[config.mk]
export PLATFORM = sky130hd
export DESIGN_NAME = cache_arbiter
export DESIGN_NICKNAME = d
export VERILOG_FILES = /design/src/rtl/cache_arbiter_pkg.sv /design/src/rtl/cache_arbiter_sat_counter.sv /design/src/rtl/cache_arbiter.sv
export SDC_FILE = /design/constraint.sdc
export NUM_CORES = 1
export LEC_CHECK = 0
export BUFFER_PORTS_ARGS = -buffer_cell sky130_fd_sc_hd__buf_2
export CAP_MARGIN = 20
export CORE_AREA = 4 4 556 558
export DETAILED_ROUTE_END_ITERATION = 6
export DIE_AREA = 0 0 560 562
export GPL_TIMING_DRIVEN = 0
export PLACE_DENSITY = 0.3
export SYNTH_ARGS = -nofsm -noshare
export SYNTH_HDL_FRONTEND = slang
export SYNTH_SLANG_ARGS = --single-unit
[constraint.sdc]
create_clock -name clk -period 2.59 [get_ports clk]
set_input_delay 0.1295 -clock clk [delete_from_list [all_inputs] [get_ports clk]]
set_output_delay 0.1295 -clock clk [all_outputs]
set_load 0.02 [all_outputs]
[src/rtl/cache_arbiter_pkg.sv]
// Shared types and defaults for the I/D cache line arbiter.
// Holds the FSM state encoding, the grant-side record and the grant-selection rule.
package cache_arbiter_pkg;

    localparam int ADDR_W_DEF = 32;
    localparam int LINE_W_DEF = 256;
    localparam int LINE_OFF_W = 5;

    typedef enum logic [1:0] {
        ST_IDLE    = 2'd0,
        ST_I_BUSY  = 2'd1,
        ST_D_BUSY  = 2'd2,
        ST_RELEASE = 2'd3
    } arb_state_t;

    typedef enum logic {
        SIDE_I = 1'b0,
        SIDE_D = 1'b1
    } side_t;

    // On contention the side that did not win last time goes next.
    function automatic side_t pick_side(input logic req_i, input logic req_d, input side_t last);
        side_t w_side;
        if (req_i && req_d) begin
            w_side = (last == SIDE_I) ? SIDE_D : SIDE_I;
        end else if (req_d) begin
            w_side = SIDE_D;
        end else begin
            w_side = SIDE_I;
        end
        return w_side;
    endfunction

endpackage

[src/rtl/cache_arbiter_sat_counter.sv]
// Saturating event counter used for the per-side grant statistics.
// Holds at all-ones instead of wrapping.
module sat_counter #(
    parameter int W = 32
) (
    input  logic         clk,
    input  logic         rst_n,
    input  logic         i_inc,
    output logic [W-1:0] o_count
);

    logic [W-1:0] r_count;

    always_ff @(posedge clk or negedge rst_n) begin
        if (!rst_n) begin
            r_count <= '0;
        end else if (i_inc && (r_count != {W{1'b1}})) begin
            r_count <= r_count + W'(1);
        end
    end

    assign o_count = r_count;

endmodule

[src/rtl/cache_arbiter.sv]
// Arbitrates instruction- and data-cache line requests onto one memory port.
// One transaction at a time; a RELEASE cycle separates consecutive grants.
module cache_arbiter
    import cache_arbiter_pkg::*;
#(
    parameter int ADDR_W = ADDR_W_DEF,
    parameter int LINE_W = LINE_W_DEF
) (
    input  logic              clk,
    input  logic              rst_n,

    input  logic              i_read,
    input  logic [ADDR_W-1:0] i_addr,
    output logic [LINE_W-1:0] i_rdata,
    output logic              i_resp,

    input  logic              d_read,
    input  logic              d_write,
    input  logic [ADDR_W-1:0] d_addr,
    input  logic [LINE_W-1:0] d_wdata,
    output logic [LINE_W-1:0] d_rdata,
    output logic              d_resp,

    output logic              m_read,
    output logic              m_write,
    output logic [ADDR_W-1:0] m_addr,
    output logic [LINE_W-1:0] m_wdata,
    input  logic [LINE_W-1:0] m_rdata,
    input  logic              m_resp,

    output logic [31:0]       i_grant_cnt,
    output logic [31:0]       d_grant_cnt
);

    localparam logic [ADDR_W-1:0] OFF_MASK = ADDR_W'((1 << LINE_OFF_W) - 1);

    arb_state_t        r_state;
    arb_state_t        w_next;
    side_t             r_last;
    logic [ADDR_W-1:0] r_addr;
    logic              r_wr;
    logic [LINE_W-1:0] r_wdata;

    logic              w_d_req;
    side_t             w_pick;
    logic              w_grant;
    logic              w_grant_i;
    logic              w_grant_d;
    logic [ADDR_W-1:0] w_addr_sel;
    logic              w_busy;

    assign w_d_req    = d_read | d_write;
    assign w_pick     = pick_side(i_read, w_d_req, r_last);
    assign w_grant    = (r_state == ST_IDLE) && (i_read || w_d_req);
    assign w_grant_i  = w_grant && (w_pick == SIDE_I);
    assign w_grant_d  = w_grant && (w_pick == SIDE_D);
    assign w_addr_sel = (w_pick == SIDE_D) ? d_addr : i_addr;

    always_ff @(posedge clk or negedge rst_n) begin
        if (!rst_n) begin
            r_state <= ST_IDLE;
        end else begin
            r_state <= w_next;
        end
    end

    always_comb begin
        w_next = r_state;
        case (r_state)
            ST_IDLE: begin
                if (w_grant) begin
                    w_next = (w_pick == SIDE_D) ? ST_D_BUSY : ST_I_BUSY;
                end
            end
            ST_I_BUSY, ST_D_BUSY: begin
                if (m_resp) begin
                    w_next = ST_RELEASE;
                end
            end
            ST_RELEASE: w_next = ST_IDLE;
            default:    w_next = ST_IDLE;
        endcase
    end

    // Transaction is captured once at grant; a read+write from D is treated as a write.
    always_ff @(posedge clk or negedge rst_n) begin
        if (!rst_n) begin
            r_last  <= SIDE_I;
            r_addr  <= '0;
            r_wr    <= 1'b0;
            r_wdata <= '0;
        end else if (w_grant) begin
            r_last  <= w_pick;
            r_addr  <= w_addr_sel & ~OFF_MASK;
            r_wr    <= (w_pick == SIDE_D) && d_write;
            r_wdata <= (w_pick == SIDE_D) ? d_wdata : '0;
        end
    end

    always_comb begin
        w_busy  = (r_state == ST_I_BUSY) || (r_state == ST_D_BUSY);
        m_read  = w_busy && !r_wr;
        m_write = w_busy && r_wr;
        i_resp  = (r_state == ST_I_BUSY) && m_resp;
        d_resp  = (r_state == ST_D_BUSY) && m_resp;
        i_rdata = i_resp ? m_rdata : '0;
        d_rdata = d_resp ? m_rdata : '0;
    end

    assign m_addr  = r_addr;
    assign m_wdata = r_wdata;

    sat_counter #(.W(32)) u_i_grant_cnt (
        .clk     (clk),
        .rst_n   (rst_n),
        .i_inc   (w_grant_i),
        .o_count (i_grant_cnt)
    );

    sat_counter #(.W(32)) u_d_grant_cnt (
        .clk     (clk),
        .rst_n   (rst_n),
        .i_inc   (w_grant_d),
        .o_count (d_grant_cnt)
    );

endmodule

==> results of run 1 <==
==> critical path, delay by kind of cell <==
family / cells / cell delay [ns]
buffers and inverters: 5 / 1.76
and+or+nand+nor: 1 / 0.38
==> power breakdown <==
group	switching [mW]	leakage (nW)	internal [mW]
Clock	2.70	0.670	3.50
Combinational	12.9	13.6	6.35
Sequential	1.58	4.54	7.48
==> metal layers <==
metal / vias up / part of all wire [%] / wire [um] / GRT usage, %
met3: 386 / 9.6 / 20200 / 4.69
met1: 11200 / 38 / 79000 / 14.1
li1: 9663 / - / - / -
met4: 22 / 4.5 / 9530 / 4.83
met5: - / 0.064 / 134 / 0
met2: 1617 / 48 / 101000 / 22.1
==> worst min-delay path by stage <==
stage / slack, ns / to / depth (start not counted) / start
2_1_floorplan: -0.17 / m_addr[10] / 0 / rst_n
4_1_cts: 0.0006 / r_state[0] / 5 / d_read
6_report: 0.11 / r_state[0] / 5 / d_read
3_5_place_dp: 0.23 / m_wdata[189] / 1 / rst_n
3_3_place_gp: 0.35 / m_addr[27] / 3 / i_addr[27]
5_1_grt: 0.10 / r_state[0] / 5 / d_read
==> metrics by stage <==
stage | setup WS [ns] | hold WS, ns | instance area [sq um] | power (mW)
after CTS | -0.00767 | 0.000645 | 34400 | 35.4
after floorplan | 0.544 | -0.166 | 17000 | 17.8
after global placement | -6.90 | 0.352 | 29200 | 27.7
final | 0.112 | 0.113 | 34500 | 34.5
after global routing | -0.000335 | 0.103 | 34500 | 36.6
after detailed placement | -1.16 | 0.230 | 29400 | 27.7
==> flip-flops by register name (all words and copies together), names as in the netlist <==
register	count
m_wdata	256
m_addr	27
u_i_grant_cnt.o_count	32
u_d_grant_cnt.o_count	32
r_wr	1
r_state	2
r_last	1
==> cells by family after synthesis <==
kind of cell               Yosys count
and+or+nand+nor                    660
DFF                                351
AOI/OAI and AO/OA                  299
buffers and inverters              222
xor gates and xnor gates            60
adders and majority gates            6
muxes                                3
other                                1
==> cell usage after synthesis (8+ instances only) <==
cell type  count
and3_1       524
dfrtp_1      351
a22o_1       257
clkbuf_1     169
xnor2_1       48
inv_1         35
nand4_1       30
a222oi_1      27
nand3_1       27
nand2_1       24
nor3_1        13
xor2_1        12
nor2_1        11
buf_1         10
and2_1         8
==> cell type report <==
cell class	count	area [sq um]	share of cell area (%)
timing repair buffer	1759	10600	30.7
tap	3997	5000	14.5
multi-input combinational	1033	7500	21.7
sequential	351	8780	25.4
clock buffer	63	1230	3.56
antenna	35	87.6	0.254
inverter	35	131	0.380
clock inverter	12	144	0.417
buffer	186	1060	3.08
==> timing repair <==
| action | in CTS | in global routing |
|---|---|---|
| setup buffers | 4 | 0 |
| resized for setup | 204 | 28 |
| hold buffers | 313 | 0 |
| endpoints found under the setup margin | 808 | 59 |
| hold endpoints to repair | 372 | 0 |
| pin swaps | 3 | 0 |
==> flow_summary.json, run 1 <==
{
  "outcome": "finished, violations left",
  "violations": "DRC",
  "clock.fmax_mhz": 404,
  "tns_ns": 0,
  "worstReg2RegStart": "r_state[1]",
  "p_leak_nw": 18.8,
  "htree_levels": 2,
  "vdd_drop_max_uv": 558,
  "first_global_vias": 24000,
  "slew_headroom_pct": 38.0,
  "worstSetupEndpointType": "output pin",
  "r2r_cells": 6,
  "cts.sinks": 351,
  "io_pins": 1450,
  "synth_fa_ha_area_share_pct": 0.442,
  "drt_wl_total_um": 210000,
  "clock_latency_ns": 0.61,
  "crit_path_end": "i_rdata[114]",
  "fp.dieH_um": 562,
  "io_buffers": 1433,
  "drtPass1Iterations": 7,
  "yosysTopAreaCell": "dfrtp_1",
  "syn_area_sq_um": 17000,
  "fillCellCount": 35200,
  "overflow": 0,
  "cp-startpoint": "m_resp",
  "synth-main-ff-cell": "dfrtp_1",
  "antenna_found_initial": 179,
  "cts_root_buffer": "clkbuf_16",
  "finalHoldViolations": 0,
  "cp.arrival_ns": 2.35,
  "r2r_setup_slack_ns": 0.18,
  "avgRoutedWirePerCell_um": 28.1,
  "die_w_um": 560,
  "synth-edff-count": 0,
  "synth_xor_area_share_pct": 3.09,
  "cts.clk_slew.worst_paths_ns": 0.06,
  "worst-setup-path-type": "primary input to output pin",
  "synth_top_family_by_area": "simple AND/OR/NAND/NOR gates",
  "fin_crit_sh_pct": 95.7,
  "start_util_pct": 5.58,
  "synthCells": 1602,
  "drv_slew": 0,
  "yosys.area_share.simple_pct": 23.8,
  "detail_route.vias_per_cell": 3.06,
  "clk_path_buf_depth": 3,
  "rows": 203,
  "hp-class": "primary input to register",
  "cp_data_required_time_ns": 2.46,
  "finalCriticalPeriod_ns": 2.48,
  "crit_chain": "clkbuf_2 -> buf_12 -> clkbuf_1 -> clkbuf_1 -> and3_2 -> buf_2",
  "synth.avg_cell_area_sq_um": 10.6,
  "crit_fanout": 10,
  "layout.nets": 3997,
  "final_common_cell": "buf_2",
  "dp_cells": 7045,
  "worst_r2r_endpoint": "u_i_grant_cnt.o_count[17]",
  "ant_nets": 0,
  "synth.ff_latch_count": 351,
  "cts_tree": "done",
  "grt_max_degree": 99,
  "setup_viol": 0,
  "synth_mux_area_share_pct": 0.199,
  "synth_compound_area_share_pct": 15.7,
  "final_cell_mix": "1423 x buf_2, 492 x and3_1, 351 x dfrtp_1, 313 x dlygate4sd3_1, 257 x a22o_1",
  "worst_pin_slew_ns": 0.929,
  "die_area_sq_um": 315000,
  "grtUsageTotal_pct": 12.7,
  "yosys_warnings": 0,
  "crit_path_max_incr_delay_ns": 0.64,
  "syn2layout_area_growth_pct": 103,
  "cts_inserted_buffers": 43,
  "final_util_pct": 11.3,
  "drtIter0Drc": 1712,
  "p_per_area_nw_per_um2": 1000,
  "synthArstFlopShare_pct": 100,
  "synth.area.top_cells": "dfrtp_1 52%, and3_1 19%, a22o_1 13%",
  "route.detailed.drc": 1,
  "finClkSkew_ns": 0.0265,
  "ys_types": 41,
  "crit_path_start_kind": "primary input",
  "ys_seq_area_share_pct": 51.7,
  "synth_top_area_share_pct": 51.7,
  "critPathSlowestCell": "clkbuf_1",
  "gp_congestion": 0.924,
  "dpl.hpwl_um": 187000,
  "cap_viol_max_count": 0,
  "vias": 22900,
  "coreArea_sq_um": 305000,
  "grt_pass1_wl_um": 265000,
  "drive_gt1_share_pct": 48.6,
  "final_cells": 7471,
  "path_common_cell": "clkbuf_1"
}
No activity file was read; power rests on OpenSTA's default activity.
==> run 2: changes to the inputs <==
Settings changed: CORE_AREA 4 4 556 558 to 4 4 562 564, DIE_AREA 0 0 560 562 to 0 0 566 568, SYNTH_HIERARCHICAL set to 1.
==> flow_summary.json, run 2 <==
{
  "outcome": "finished, violations left",
  "violations": "setup timing",
  "route.detailed.drc": 0,
  "synth_top_family_by_area": "simple AND/OR/NAND/NOR gates",
  "clock_latency_ns": 0.73,
  "hp-class": "primary input to register",
  "start_util_pct": 5.57,
  "gp_congestion": 0.965,
  "fin_area_sq_um": 36200,
  "clock.fmax_mhz": 372,
  "final_util_pct": 11.6,
  "slew_headroom_pct": 17.9,
  "fin_crit_sh_pct": 104,
  "syn2layout_area_growth_pct": 109,
  "p_per_area_nw_per_um2": 1110,
  "dpl_cell_area_sq_um": 29800,
  "antenna_found_initial": 172,
  "ant_nets": 0,
  "worst_slack_ns": -0.0988,
  "clk_path_buf_depth": 3,
  "drt_wl_total_um": 271000,
  "worst_pin_slew_ns": 1.22,
  "synth-main-ff-cell": "dfrtp_1",
  "crit_fanout": 14,
  "p_leak_nw": 19.1,
  "final_cell_mix": "1382 x buf_2, 463 x and3_1, 350 x dfrtp_1, 315 x dlygate4sd3_1, 257 x a22o_1",
  "overflow": 0,
  "yosysTopAreaCell": "dfrtp_1",
  "finalHoldViolations": 0,
  "synthMostInstantiatedCell": "and3_1",
  "cts_inserted_buffers": 51,
  "synth_mux_area_share_pct": 0.130,
  "synth.ff_latch_count": 351,
  "cts.clk_slew.worst_paths_ns": 0.06,
  "yosys.area_share.simple_pct": 23.9,
  "cp.arrival_ns": 3.29,
  "drv_slew": 0,
  "die_w_um": 566,
  "drtIter0Drc": 1908,
  "largest_reg_flops": 256,
  "io_buffers": 1434,
  "ys_types": 41,
  "fillCellCount": 36200,
  "vdd_drop_max_uv": 470,
  "synth.avg_cell_area_sq_um": 10.8,
  "synthArstFlopShare_pct": 100,
  "synth_top_area_share_pct": 50.7,
  "cts_tree": "done",
  "drive_gt1_share_pct": 50.6,
  "syn_area_sq_um": 17300,
  "avgRoutedWirePerCell_um": 35.4,
  "holdWs_ns": 0.127,
  "synth.area.top_cells": "dfrtp_1 51%, and3_1 19%, a22o_1 13%",
  "fp.dieH_um": 568,
  "synth-edff-count": 0,
  "rows": 205,
  "synth_fa_ha_area_share_pct": 0.434,
  "crit_path_start_kind": "primary input",
  "synthTopCellsByCount": "514 x and3_1, 351 x dfrtp_1, 257 x a22o_1",
  "layout.nets": 4025,
  "grtUsageTotal_pct": 16.2,
  "seq_area_sq_um": 8780,
  "cap_viol_max_count": 0,
  "rsz0062_at_grt": "true",
  "worstSetupEndpointType": "register",
  "cts_root_buffer": "clkbuf_16",
  "synthCells": 1601,
  "detail_route.vias_per_cell": 3.05,
  "finalCriticalPeriod_ns": 2.69,
  "cp_data_required_time_ns": 3.20,
  "cts.sinks": 351,
  "htree_levels": 2,
  "die_area_sq_um": 321000,
  "yosys_warnings": 6,
  "ys_seq_area_share_pct": 50.7,
  "drtPass1Iterations": 7,
  "vias": 23400,
  "final_common_cell": "buf_2",
  "synth_xor_area_share_pct": 3.04,
  "setup_viol": 5,
  "grt_pass1_wl_um": 328000,
  "worst-setup-path-type": "primary input to register",
  "finClkSkew_ns": 0.0958,
  "coreArea_sq_um": 311000,
  "synth_compound_area_share_pct": 15.7,
  "io_pins": 1450,
  "multi_input_area_sq_um": 7790,
  "dpl.hpwl_um": 244000,
  "first_global_vias": 23700,
  "grt_max_degree": 101
}
## run 2: cell count changes after synthesis, sizes merged, moves of 7 or more
cell | previous run | this run
a21oi | 0 | 8
a221o | 0 | 27
a222oi | 27 | 0
and2 | 8 | 33
and3 | 525 | 516
buf | 18 | 74
clkbuf | 169 | 114
inv | 35 | 10
nand3 | 27 | 20
nor2 | 12 | 25
nor3 | 16 | 4
xnor2 | 48 | 38
xor2 | 12 | 22
## run 2: cell families after synthesis
| logic type | count (synthesis) |
|---|---|
| other cells | 1 |
| simple gates | 676 |
| fa+ha+maj | 6 |
| mux | 2 |
| buf+inv | 198 |
| compound gates | 307 |
| flops | 351 |
| xor+xnor | 60 |
## run 2: cell type report
| type | instances | area share [%] |
|---|---|---|
| sequential | 351 | 24.3 |
| timing repair buffer | 1781 | 30.7 |
| clock inverter | 20 | 0.879 |
| buffer | 186 | 3.65 |
| clock buffer | 74 | 4.16 |
| inverter | 10 | 0.104 |
| tap | 4140 | 14.3 |
| multi-input combinational | 1056 | 21.5 |
| antenna | 48 | 0.332 |
## run 2: stage by stage
step	setup slack (ns)	cells	power (mW)	setup TNS [ns]
final	-0.0988	7666	40.3	-0.112
after global routing	-0.0579	7631	42.2	-0.296
after CTS	-0.0233	7616	41.1	-0.0822
after detailed placement	-1.20	7186	31.2	-153.80
after global placement	-7.35	7179	31.2	-2601.28
after floorplan	0.289	1605	18.3	0
## run 2: layer usage
layer / part of all wire, % / vias to the layer above / track usage, %
met3: 10 / 256 / 6.61
met2: 44 / 1482 / 25.4
met1: 43 / 11800 / 20.5
met4: 2.7 / 28 / 3.70
li1: - / 9778 / -
met5: 0.074 / - / 0
## run 2: report_power, final
part           internal, mW  switching, mW
combinational          7.26           16.4
clock                  4.56           3.16
sequential             7.52           1.38
total                  19.3           21.0
## run 2: path summary, 6_finish.rpt
check / from / endpoint / slack [ns] / depth (start not counted)
max in group asynchronous: rst_n / m_wdata[118] / 0.36 / 6
hold reg to reg: m_wdata[19] / m_wdata[19] / 0.49 / 1
setup / recovery: d_write / m_addr[30] / -0.1 / 7
hold / removal: d_read / r_state[1] / 0.13 / 4
min in group asynchronous: rst_n / u_d_grant_cnt/o_count[25] / 0.58 / 4
setup reg to reg: r_state[0] / m_addr[30] / -0.03 / 8
## run 2: critical path: stages
cell and delay [ns]:
dlygate4sd3_1 0.56, buf_2 0.18, o31ai_2 1.00, buf_4 0.57
and2_1 0.20, a221o_1 0.10, dlygate4sd3_1 0.54
## run 2: repair_timing
action / CTS / global route
setup buffers: 16 / 4
hold buffers: 317 / 0
cloned: 3 / 1
endpoints found under the setup margin: 611 / 139
resized for setup: 258 / 67
pin swaps: 7 / 2
hold endpoints to repair: 436 / 0
